[config.mk]
export PLATFORM = sky130hd
export DESIGN_NAME = audio_smooth_fifo
export DESIGN_NICKNAME = d
export VERILOG_FILES = /design/src/rtl/audio_pkg.sv /design/src/rtl/audio_fifo_ram.sv /design/src/rtl/audio_smooth_fifo.sv
export SDC_FILE = /design/constraint.sdc
export NUM_CORES = 2
export LEC_CHECK = 0
export BUFFER_PORTS_ARGS = -buffer_cell sky130_fd_sc_hd__buf_2
export CAP_MARGIN = 25
export CORE_UTILIZATION = 50
export DETAILED_ROUTE_END_ITERATION = 10
export MAX_ROUTING_LAYER = met4
export PLACE_DENSITY_LB_ADDON = 0.25
export SYNTH_ARGS = -nofsm -noshare
export SYNTH_HDL_FRONTEND = slang
export SYNTH_HIERARCHICAL = 1
export SYNTH_SLANG_ARGS = --single-unit
[constraint.sdc]
create_clock -name clk -period 9.9 [get_ports clk]
set_input_delay 1.98 -clock clk [delete_from_list [all_inputs] [get_ports clk]]
set_output_delay 1.98 -clock clk [all_outputs]
set_load 0.05 [all_outputs]
[src/rtl/audio_pkg.sv]
// Shared audio definitions: default sample/coefficient widths, sample type and log2 helper.
package audio_pkg;

  localparam int AUDIO_DATA_W = 18;
  localparam int AUDIO_COEF_W = 5;

  typedef logic signed [AUDIO_DATA_W-1:0] sample_t;

  function automatic int clog2(input int value);
    int r;
    r = 0;
    while ((1 << r) < value) r++;
    return r;
  endfunction

endpackage

[src/rtl/audio_fifo_ram.sv]
// Frame storage: one synchronous write port, one asynchronous read port, no reset on contents.
module audio_fifo_ram
  import audio_pkg::*;
#(
  parameter int WIDTH = 36,
  parameter int DEPTH = 64
)(
  input  logic                      clk,
  input  logic                      we,
  input  logic [clog2(DEPTH)-1:0]   waddr,
  input  logic [WIDTH-1:0]          wdata,
  input  logic [clog2(DEPTH)-1:0]   raddr,
  output logic [WIDTH-1:0]          rdata
);

  logic [WIDTH-1:0] r_mem [DEPTH];

  always_ff @(posedge clk) begin
    if (we) r_mem[waddr] <= wdata;
  end

  assign rdata = r_mem[raddr];

endmodule

[src/rtl/audio_smooth_fifo.sv]
// Frame FIFO with 4-phase push/pop handshakes and a per-channel first-order IIR
// smoother applied to frames as they are popped.
module audio_smooth_fifo
  import audio_pkg::*;
#(
  parameter int DATA_W   = AUDIO_DATA_W,
  parameter int CHANNELS = 2,
  parameter int DEPTH    = 64,
  parameter int COEF_W   = AUDIO_COEF_W
)(
  input  logic                         clk,
  input  logic                         reset,
  input  logic [CHANNELS*DATA_W-1:0]   data_in,
  input  logic                         ready,
  output logic                         received,
  input  logic                         ack,
  output logic [CHANNELS*DATA_W-1:0]   data_out,
  output logic                         valid,
  output logic                         full,
  output logic [clog2(DEPTH):0]        count,
  input  logic [COEF_W:0]              alpha,
  input  logic                         smooth_en,
  input  logic                         flush,
  output logic                         underflow
);

  localparam int AW = clog2(DEPTH);
  localparam int FW = CHANNELS * DATA_W;
  localparam int IW = DATA_W + COEF_W + 2;
  localparam logic [AW:0]     PTR_ONE  = (AW+1)'(1);
  localparam logic [AW:0]     FULL_CNT = (AW+1)'(DEPTH);
  localparam logic [COEF_W:0] UNITY    = {1'b1, {COEF_W{1'b0}}};

  logic [AW:0]   r_wr_ptr, r_rd_ptr;
  logic          r_ready_q, r_ready_arm, r_ack_q, r_ack_arm;
  logic          r_push_pend, r_received, r_underflow;
  logic [FW-1:0] r_data_out;

  logic [AW:0]     w_count;
  logic            w_full, w_valid;
  logic            w_ready_rise, w_ack_rise, w_push, w_pop;
  logic [FW-1:0]   w_rd_frame, w_smooth;
  logic [COEF_W:0] w_a, w_b;

  assign w_count = r_wr_ptr - r_rd_ptr;
  assign w_full  = (w_count == FULL_CNT);
  assign w_valid = (w_count != '0);

  // Arm flags keep a request held high across reset release from looking like an edge.
  assign w_ready_rise = ready & ~r_ready_q & r_ready_arm;
  assign w_ack_rise   = ack & ~r_ack_q & r_ack_arm;
  assign w_push       = (w_ready_rise | r_push_pend) & ready & ~w_full & ~flush;
  assign w_pop        = w_ack_rise & w_valid & ~flush;

  audio_fifo_ram #(
    .WIDTH (FW),
    .DEPTH (DEPTH)
  ) u_ram (
    .clk   (clk),
    .we    (w_push),
    .waddr (r_wr_ptr[AW-1:0]),
    .wdata (data_in),
    .raddr (r_rd_ptr[AW-1:0]),
    .rdata (w_rd_frame)
  );

  assign w_a = (alpha > UNITY) ? UNITY : alpha;
  assign w_b = UNITY - w_a;

  for (genvar ch = 0; ch < CHANNELS; ch++) begin : g_ch
    logic signed [IW-1:0] w_x, w_y, w_a_s, w_b_s, w_acc;
    logic                 w_unused_bits;

    assign w_x   = {{(IW-DATA_W){w_rd_frame[ch*DATA_W+DATA_W-1]}}, w_rd_frame[ch*DATA_W +: DATA_W]};
    assign w_y   = {{(IW-DATA_W){r_data_out[ch*DATA_W+DATA_W-1]}}, r_data_out[ch*DATA_W +: DATA_W]};
    assign w_a_s = {{(IW-COEF_W-1){1'b0}}, w_a};
    assign w_b_s = {{(IW-COEF_W-1){1'b0}}, w_b};
    assign w_acc = w_b_s * w_y + w_a_s * w_x;

    // Slicing above the fraction bits is the floor (>>>) shift; a+b=1 keeps it in range.
    assign w_smooth[ch*DATA_W +: DATA_W] = w_acc[COEF_W +: DATA_W];
    assign w_unused_bits = ^{w_acc[IW-1:COEF_W+DATA_W], w_acc[COEF_W-1:0]};
  end

  always_ff @(posedge clk or negedge reset) begin
    if (!reset) begin
      r_wr_ptr    <= '0;
      r_rd_ptr    <= '0;
      r_ready_q   <= 1'b0;
      r_ready_arm <= 1'b0;
      r_ack_q     <= 1'b0;
      r_ack_arm   <= 1'b0;
      r_push_pend <= 1'b0;
      r_received  <= 1'b0;
      r_underflow <= 1'b0;
      r_data_out  <= '0;
    end else begin
      r_ready_q <= ready;
      r_ack_q   <= ack;
      if (!ready) r_ready_arm <= 1'b1;
      if (!ack)   r_ack_arm   <= 1'b1;

      if (flush || !ready || w_push) r_push_pend <= 1'b0;
      else if (w_ready_rise)         r_push_pend <= 1'b1;

      if (w_push)      r_received <= 1'b1;
      else if (!ready) r_received <= 1'b0;

      if (w_ack_rise && !w_valid) r_underflow <= 1'b1;

      if (flush) begin
        r_wr_ptr <= '0;
        r_rd_ptr <= '0;
      end else begin
        if (w_push) r_wr_ptr <= r_wr_ptr + PTR_ONE;
        if (w_pop)  r_rd_ptr <= r_rd_ptr + PTR_ONE;
      end

      if (w_pop) r_data_out <= smooth_en ? w_smooth : w_rd_frame;
    end
  end

  assign received  = r_received;
  assign data_out  = r_data_out;
  assign valid     = w_valid;
  assign full      = w_full;
  assign count     = w_count;
  assign underflow = r_underflow;

endmodule

==> results.py <==
metrics = {
    "synthesis": {
        "netlist.area_leader.share": 0.660,
        "synth.top_cells.by_area": "edfxtp_1 (66%), mux4_2 (12%), fa_1 (6.8%)",
        "synth_cells": 5694,
        "ys_seq_elements": 2361,
        "synth-xor-area-share": 0.00576,
        "async_flop_share": 0.0241,
        "synth_largest_area_cell": "edfxtp_1",
        "synth_edf_count": 2304,
        "post-synth-top-count-cell": "edfxtp_1",
        "synth_flop_cell": "edfxtp_1",
        "syn_nets": 6254,
        "ys_top_cells_by_count": "edfxtp_1 (2,304), mux4_2 (556), inv_1 (474), fa_1 (357), and2_1 (342)",
        "syn_area_per_cell_um2": 18.4,
        "synth_compound_area_frac": 0.0314,
        "synth_area_um2": 105000,
        "synth_mux_area_frac": 0.128,
        "synthSimpleGateAreaFrac": 0.0449,
        "synthDistinctLibCells": 69,
        "yosysSeqAreaShare": 0.673,
        "synth_top_family_by_area": "multiplexers",
        "synth_fa_ha_area_frac": 0.0866,
        "yosysWarnings": 6,
    },
    "sta": {
        "fin_tns_setup_ns": 0,
        "period_share": 0.906,
        "rsz0062_at_grt": "false",
        "drv_slew": 0,
        "finClkSkew_ns": 0.0645,
        "finalHoldViolCount": 0,
        "timing.fmax_mhz": 111,
        "finalSetupViolations": 0,
        "max-slew-margin-rel": 0.225,
        "fin_crit_ns": 8.97,
        "worst_pin_slew_ns": 1.16,
    },
    "final_layout": {
        "nFillCells": 15600,
        "finish.net_count": 6549,
        "fin_cells": 8981,
        "areaGrowthSynthToFinish_pct": 12.4,
        "final_core_util": 0.568,
        "drive_gt1_frac": 0.214,
    },
    "placed_design": {
        "dp_hpwl_um": 161000,
        "place_congestion": 0.863,
        "port_buffers": 94,
        "placedCellCount": 8536,
    },
    "worst_setup_path": {
        "cpLargestDelayFamily": "adder cells",
        "cp-end-kind": "register",
        "crit_start": "r_rd_ptr[1]$_DFFE_PN0P_",
        "cp_slowest_cell": "dfrtp_4",
        "max_stage_delay_ns": 1.10,
        "crit_type": "reg -> reg",
        "arrival_ns": 9.65,
        "start_kind": "register",
        "cp_data_required_time_ns": 10.58,
        "path_buf_inv": 6,
        "path_max_fanout": 49,
        "cp_common_cell": "fa_1",
        "r2r_start": "r_rd_ptr[1]$_DFFE_PN0P_",
    },
    "floorplan": {
        "dieArea_um2": 212000,
        "rows": 167,
        "dieWidth_um": 460,
        "start_util": 0.505,
        "ioPinCount": 95,
        "die_y_um": 460,
        "core_um2": 208000,
    },
    "cts": {
        "cts_max_level": 4,
        "cts_tree": "built",
        "clk_path_buf_depth": 3,
        "cts_sinks": 2361,
        "hold_buffers": 0,
        "clk_pin_slew_ns": 0.06,
        "numCtsBuffers": 223,
        "cts_setup_buffers": 0,
        "cts_resized": 0,
        "clkLatencyLatePin_ns": 0.89,
        "cts-root-buf": "clkbuf_16",
    },
    "grt": {
        "grt_first_pass_wirelength_um": 387000,
        "grt_pass1_vias": 55700,
        "grt_overflow": 0,
        "grt_max_degree": 83,
        "track_usage": 0.263,
        "grt_antenna_before_repair": 21,
    },
    "drt": {
        "wl_um": 268000,
        "drtIter0Drc": 6607,
        "viasPerCell": 6.12,
        "dr.pass1.iters": 5,
        "postRouteAntennaNets": 0,
        "vias": 55000,
        "drc": 0,
        "wl_per_cell_um": 29.8,
    },
    "power": {
        "power.density_nw_per_um2": 282,
        "p_leak_nw": 39.3,
        "ir_drop_v": 0.000444,
    },
    "outcome": {
        "outcome": "finished, final reports clean",
    },
    "hold_path": {
        "min_from": "r_ack_arm$_DFFE_PN0N_",
        "hp-class": "reg -> reg",
    },
    "flow_run": {
        "drv_cap": 0,
    },
}
state kept, by name, indices dropped and copies added (netlist names):
name	flops
r_ready_q	1
underflow	1
r_ack_arm	1
r_push_pend	1
received	1
r_ready_arm	1
r_ack_q	1
data_out	36
u_ram/r_mem	2304
r_wr_ptr	7
r_rd_ptr	7
cell families (layout without fill, tap and decap cells):
family | after synthesis | in the layout
AOI/OAI and AO/OA | 468 | 468
buffers and inverters | 747 | 1236
DFF | 2361 | 2361
xor gates and xnor gates | 69 | 69
and+or+nand+nor | 889 | 889
other | 0 | 10
muxes | 648 | 648
adders and majority gates | 512 | 512
cell type report:
cell class                 count  area (µm²)  share of cell area
antenna                       10        25.0            0.000212
inverter                     474        1780              0.0151
tap                         2788        3490              0.0296
clock inverter               147        1430              0.0121
multi-input combinational   2586       31700               0.269
clock buffer                 272        5820              0.0493
sequential                  2361       70600               0.599
timing repair buffer         343        3020              0.0256
worst paths after layout:
check	endpoint	slack, ns	cells after the start
setup / recovery	data_out[35]$_DFFE_PN0P_	0.93	26
hold / removal	r_ack_arm$_DFFE_PN0N_	0.47	1
setup reg to reg	data_out[35]$_DFFE_PN0P_	0.93	26
hold reg to reg	r_ack_arm$_DFFE_PN0N_	0.47	1
max in group asynchronous	r_rd_ptr[0]$_DFFE_PN0P_	7.89	2
min in group asynchronous	data_out[2]$_DFFE_PN0P_	1.32	2
metal layers:
layer  share of wire  vias up  track usage
met5               0        -            -
met4           0.023        0       0.0651
met3           0.086      386       0.0415
met2            0.48     2506        0.409
met1            0.41    29500        0.368
li1                -    22600            -
power breakdown:
| part | internal (W) | switching [W] | leakage [nW] |
|---|---|---|---|
| sequential | 0.0110 | 0.000273 | 21.4 |
| combinational | 0.00592 | 0.00759 | 14.4 |
| clock | 0.00467 | 0.00375 | 3.48 |
| total | 0.0216 | 0.0116 | 39.3 |
layout by cell type, fill, tap and decap left out, types with 43 or more instances in the layout:
cell,instances
a211oi_1,50
buf_2,95
nand3_1,57
dfrtp_1,51
o22ai_1,125
nor2_1,96
mux2i_1,85
and2_1,341
inv_1,474
clkinv_1,54
mux4_2,556
clkbuf_1,46
buf_12,43
fa_1,357
edfxtp_1,2304
clkbuf_16,225
a22oi_1,82
nand2_1,165
buf_4,197
nor2_4,62
xnor2_1,52
ha_1,155
metrics by stage:
| stage | instance area (µm²) | setup WS (ns) | total power, W | hold slack [ns] |
|---|---|---|---|---|
| CTS | 118000 | 0.996 | 0.0334 | 0.470 |
| global route | 118000 | 0.579 | 0.0355 | 0.477 |
| detailed placement | 110000 | 0.737 | 0.0250 | 0.453 |
| finish | 118000 | 0.931 | 0.0333 | 0.466 |
| global placement | 110000 | 0.718 | 0.0248 | 0.446 |
| floorplan | 105000 | 1.13 | 0.0220 | 0.426 |
(Power assumes the default switching activity.)
